===== config.mk =====
export PLATFORM = sky130hd
export DESIGN_NAME = div8_seq_flat
export DESIGN_NICKNAME = d
export VERILOG_FILES = /design/src/rtl/div8_seq_if.sv /design/src/rtl/div8_seq.sv /design/src/flat_wrapper.sv
export SDC_FILE = /design/constraint.sdc
export NUM_CORES = 1
export LEC_CHECK = 0
export CORE_ASPECT_RATIO = 1.4
export CORE_MARGIN = 2
export CORE_UTILIZATION = 36
export CTS_CLUSTER_DIAMETER = 50
export DETAILED_ROUTE_END_ITERATION = 6
export RECOVER_POWER = 50
export SLEW_MARGIN = 5
export SYNTH_ARGS = -nofsm -noshare
export SYNTH_HDL_FRONTEND = slang
export SYNTH_SLANG_ARGS = --single-unit

===== constraint.sdc =====
create_clock -name clk -period 3.1 [get_ports clk]
set_input_delay 0.465 -clock clk [delete_from_list [all_inputs] [get_ports clk]]
set_output_delay 0.465 -clock clk [all_outputs]
set_load 0.02 [all_outputs]

===== src/rtl/div8_seq_if.sv =====
// Handshake and operand/result bundle for the div8_seq sequential divider.
interface div8_seq_if;
    logic       start;
    logic [7:0] dividend;
    logic [7:0] divisor;
    logic       busy;
    logic       done;
    logic [7:0] quotient;
    logic [7:0] remainder;
    logic       dz;

    modport master (
        output start, dividend, divisor,
        input  busy, done, quotient, remainder, dz
    );

    modport slave (
        input  start, dividend, divisor,
        output busy, done, quotient, remainder, dz
    );
endinterface


===== src/rtl/div8_seq.sv =====
// 8-bit unsigned restoring divider: one quotient bit per clock, MSB first,
// with a divide-by-zero shortcut straight from IDLE to DONE.
module div8_seq (
    input  logic       clk,
    input  logic       rst,
    div8_seq_if.slave  bus
);

    typedef enum logic [1:0] {StIdle, StRun, StDone} state_e;

    state_e     state_q, state_d;
    logic [7:0] a_q, a_d;      // dividend bits shift out, quotient bits shift in
    logic [7:0] b_q, b_d;
    logic [8:0] p_q, p_d;      // partial remainder
    logic [3:0] cnt_q, cnt_d;
    logic [7:0] quo_q, quo_d;
    logic [7:0] rem_q, rem_d;
    logic       dz_q, dz_d;

    logic [8:0] shifted;
    logic [9:0] sub;
    logic       borrow_in;
    logic       borrow;
    logic       q_bit;
    logic [8:0] p_next;

    assign borrow_in = 1'b0;

    always_ff @(posedge clk) begin
        if (rst) begin
            state_q <= StIdle;
            a_q     <= 8'd0;
            b_q     <= 8'd0;
            p_q     <= 9'd0;
            cnt_q   <= 4'd0;
            quo_q   <= 8'd0;
            rem_q   <= 8'd0;
            dz_q    <= 1'b0;
        end else begin
            state_q <= state_d;
            a_q     <= a_d;
            b_q     <= b_d;
            p_q     <= p_d;
            cnt_q   <= cnt_d;
            quo_q   <= quo_d;
            rem_q   <= rem_d;
            dz_q    <= dz_d;
        end
    end

    // Trial subtract; bit 9 of the 10-bit result is the borrow-out.
    always_comb begin
        shifted = {p_q[7:0], a_q[7]};
        sub     = {1'b0, shifted} - {2'b00, b_q} - {9'd0, borrow_in};
        borrow  = sub[9];
        q_bit   = ~borrow;
        p_next  = borrow ? shifted : sub[8:0];
    end

    always_comb begin
        state_d = state_q;
        a_d     = a_q;
        b_d     = b_q;
        p_d     = p_q;
        cnt_d   = cnt_q;
        quo_d   = quo_q;
        rem_d   = rem_q;
        dz_d    = dz_q;

        unique case (state_q)
            StIdle: begin
                if (bus.start) begin
                    if (bus.divisor != 8'd0) begin
                        a_d     = bus.dividend;
                        b_d     = bus.divisor;
                        p_d     = 9'd0;
                        cnt_d   = 4'd0;
                        state_d = StRun;
                    end else begin
                        quo_d   = 8'hFF;
                        rem_d   = bus.dividend;
                        dz_d    = 1'b1;
                        state_d = StDone;
                    end
                end
            end
            StRun: begin
                p_d   = p_next;
                a_d   = {a_q[6:0], q_bit};
                cnt_d = cnt_q + 4'd1;
                if (cnt_q == 4'd7) begin
                    quo_d   = {a_q[6:0], q_bit};
                    rem_d   = p_next[7:0];
                    dz_d    = 1'b0;
                    state_d = StDone;
                end
            end
            StDone: begin
                state_d = StIdle;
            end
            default: begin
                state_d = StIdle;
            end
        endcase
    end

    assign bus.busy      = (state_q != StIdle);
    assign bus.done      = (state_q == StDone);
    assign bus.quotient  = quo_q;
    assign bus.remainder = rem_q;
    assign bus.dz        = dz_q;

endmodule


===== src/flat_wrapper.sv =====
// flat-port wrapper written by rule: the top's interface ports become plain ports
module div8_seq_flat 
  (clk, rst, bus_start, bus_dividend, bus_divisor, bus_busy, bus_done, bus_quotient, bus_remainder, bus_dz);
  div8_seq_if bus_i ();
  input  logic clk;
  input  logic rst;
  input wire logic [$bits(bus_i.start)-1:0] bus_start;
  input wire logic [$bits(bus_i.dividend)-1:0] bus_dividend;
  input wire logic [$bits(bus_i.divisor)-1:0] bus_divisor;
  output wire logic [$bits(bus_i.busy)-1:0] bus_busy;
  output wire logic [$bits(bus_i.done)-1:0] bus_done;
  output wire logic [$bits(bus_i.quotient)-1:0] bus_quotient;
  output wire logic [$bits(bus_i.remainder)-1:0] bus_remainder;
  output wire logic [$bits(bus_i.dz)-1:0] bus_dz;
  assign bus_i.start = bus_start;
  assign bus_i.dividend = bus_dividend;
  assign bus_i.divisor = bus_divisor;
  assign bus_busy = bus_i.busy;
  assign bus_done = bus_i.done;
  assign bus_quotient = bus_i.quotient;
  assign bus_remainder = bus_i.remainder;
  assign bus_dz = bus_i.dz;
  div8_seq u_core (.clk(clk), .rst(rst), .bus(bus_i));
endmodule

==> summary.md <==
| Metric | Value |
|---|---|
| Status | finished clean |
| Share of post-route cells with drive strength above 1 | 6.991% |
| Hold WC Path Type | reg -> reg |
| Drt first pass iters | 4 |
| Warnings, synthesis | 0 |
| Leading cell type in the layout, fill and taps excluded | nor2_1 |
| Unrepaired setup endpoints after global routing | false |
| Drt drc | 0 |
| ANT cells | 0 |
| TritonCTS clock tree | done |
| Share of flip-flops with an asynchronous set or reset | 0% |
| Post-CTS resize count | 0 |
| Post-Syn Area per Cell | 8.364 sq um |
| Filler Cell Count | 664 |
| Worst clock skew | 0.008945 ns |
| Port-buffer cells | 37 |
| Global-route wire length before repair | 10050 um |
| VDD IR max | 0.1869 mV |
| # rows | 35 |
| Chip height | 101.5 um |
| DR iter-0 viols | 83 |
| Post-CTS Setup Repair Bufs | 0 |
| Clk sinks | 47 |
| Post-DR vias/cell | between 5 and 6 |
| Critical Path RT | 3.29 ns |
| Slew margin rel. | 50.90% |
| Met2 Use GR | 29.88% |
| WL final | a little under 6000 um |
| Worst path max stage delay | ~0.55 ns |
| Routed WL per cell | between 10 and 15 um |
| Root Buffer | clkbuf_8 |
| I/O pin count | 38 |
| NumNets Final | 357 |
| Fin crit period | 2.585 ns |
| Commonest cells after routing, fill and taps aside | 54 x nor2_1, 47 x dfxtp_1, 27 x nand2_1 |
| Slowest cell on crit path | dlygate4sd3_1 |
| Die width | 73.61 um |
| Via count | 2155 |
| Starting Density | a little under two fifths |
| Fin crit share | 83.37% |
| Fmax | 0.3869 GHz |
| Number of synthesized register bits | 47 |
| Initial antenna violation count | 0 |
| Setup_tns | 0 ns |
| Crit end category | flop |
| Largest net degree at the start of global routing | 34 |
| Post-synth cell types | 47 |
| Die ar. | 7468 sq um |
| CP cell instances | dlygate4sd3_1 > nor4_1 > nand2_1 > clkbuf_1 > a21oi_1 > buf_4 > mux2i_1 > nor2_1 |
| Clock Latency Late Sink | 0.30 ns |
| Clock Path Buffers | 2 |
| Met1 usage | between 10% and 20% |
| Post-route ant nets | 0 |
| GR Util met3 | 2.886% |
| GPL Wtd Cong | 0.7760 |
| Clock-pin transition on the worst setup and hold timing paths | 0.10 ns |
| Vias in the first global route | 2096 |
| Crit-path max FO | 13 |
| Num CTS Buffers | 5 |
| Worst slew pin tran | 0.7365 ns |
| Most used DFF post-synth | dfxtp_1 |
| Power Total | 0.001512 W |
| CP Class | in -> reg |
| Startpoint Class | input pin |
| Layout area overhead | 22.18% |
| Grt total ovfl | 0 |
| Post-Synthesis Net Count | 321 |
| Hold_ws | roughly 0.46 ns |
| Total track usage | 17.24% |
| Cts hold-fix bufs | 0 |
| PwrDens | between 500 and 600 nW/um^2 |
| Max-cap violation count | 0 |
| Number of flops mapped to enable cells by yosys | 0 |
| Core box area | 6569 sq um |
| Final Slew Violations | 0 |
| Final hold vios | 0 |
| Fin util | 45.43% |
| Setup violators final | 0 |
| Gr busiest metal | met2 |
| DP HPWL | 4559 um |
| Leakage | 1.165 nW |
| CP Data Arrival Time | 2.77 ns |
| Mapped Cells | 292 |
| CTS H-tree lvls | 2 |
| Sequential area share after synthesis | 38.52% |
| Mapped Area | 2442 sq um |
==> power breakdown <==
part | total (W) | internal (W) | switching, W | leakage (nW)
combinational | 0.000430 | 0.000192 | 0.000239 | 0.733
clock | 0.000398 | 0.000182 | 0.000215 | 0.0474
sequential | 0.000684 | 0.000649 | 0.0000356 | 0.384
total | 0.00151 | 0.00102 | 0.000490 | 1.16
==> synth_stat cells, types with 3 or more instances <==
library cell	count	area (sq um)
a211oi_1	11	82.58
o21bai_1	5	37.54
nand2_1	27	101.4
xor2_1	5	43.79
a21o_1	3	22.52
o21ai_1	13	65.06
or3_1	9	56.30
ha_1	9	112.6
nor2b_1	4	25.02
mux2i_1	19	190.2
nor2_1	54	202.7
buf_2	4	20.02
o21ai_0	6	30.03
a21oi_1	13	65.06
clkbuf_1	11	41.29
or2_1	4	25.02
o22ai_1	4	25.02
inv_1	10	37.54
dfxtp_1	47	940.9
==> layer usage <==
metal	share of wire (%)	wire, um
met3	3.0	181
met2	51	3049
met4	4.0	241
met1	42	2496
met5	0	0
==> final timing paths <==
check,startpoint,endpoint,slack [ns],depth (start not counted)
worst max-delay path,bus_divisor[3],u_core.bus.dz$_SDFFE_PP0P_,0.52,8
worst min-delay path,u_core.p_q[7]$_SDFFE_PP0P_,u_core.p_q[7]$_SDFFE_PP0P_,0.46,2
worst max register to register,u_core.b_q[1]$_SDFFE_PP0P_,u_core.bus.remainder[3]$_SDFFE_PP0P_,0.68,8
worst min register to register,u_core.p_q[7]$_SDFFE_PP0P_,u_core.p_q[7]$_SDFFE_PP0P_,0.46,2
==> critical path, delay by kind of cell <==
kind / cells / cell delay (ns)
AOI/OAI and AO/OA: 1 / 0.51
muxes: 1 / 0.20
and+or+nand+nor: 3 / 0.50
buffers and inverters: 3 / 1.09
==> cell type report <==
| class | count | area, sq um | area share [%] |
|---|---|---|---|
| clock buffers | 6 | 82.58 | 2.767 |
| inverters | 11 | 41.29 | 1.384 |
| flip-flops and latches | 47 | 940.9 | 31.53 |
| clock inverters | 2 | 16.27 | 0.5451 |
| well taps | 74 | 92.59 | 3.103 |
| repair buffers | 44 | 415.4 | 13.92 |
| multi-input cells | 219 | 1395 | 46.75 |
==> logic make-up (layout without fill, tap and decap cells) <==
kind of cell | after synthesis | count (layout) | share of synthesized area [%]
multiplexers | 21 | 21 | 8.709
buffers and inverters | 26 | 63 | 4.201
AND/OR/NAND/NOR | 114 | 114 | 21.41
flip-flops | 47 | 47 | 38.52
adder cells (fa/ha/maj) | 10 | 10 | 5.430
AO/OA/AOI/OAI | 68 | 68 | 19.57
XOR/XNOR | 6 | 6 | 2.152
==> through the flow <==
stage	std cells	instance area, sq um	setup slack, ns
global route	403	2984	0.2865
CTS	403	2995	0.6466
finish	403	2984	0.5154
floorplan	292	2442	0.8865
detailed placement	395	2897	0.5589
global placement	395	2897	0.5724
==> registers in the layout, summed over array words and instances, names as in the netlist <==
signal                count
u_core.a_q                8
u_core.b_q                8
u_core.bus.dz             1
u_core.bus.quotient       8
u_core.bus.remainder      8
u_core.cnt_q              4
u_core.p_q                8
u_core.state_q            2
(Power assumes the default switching activity.)
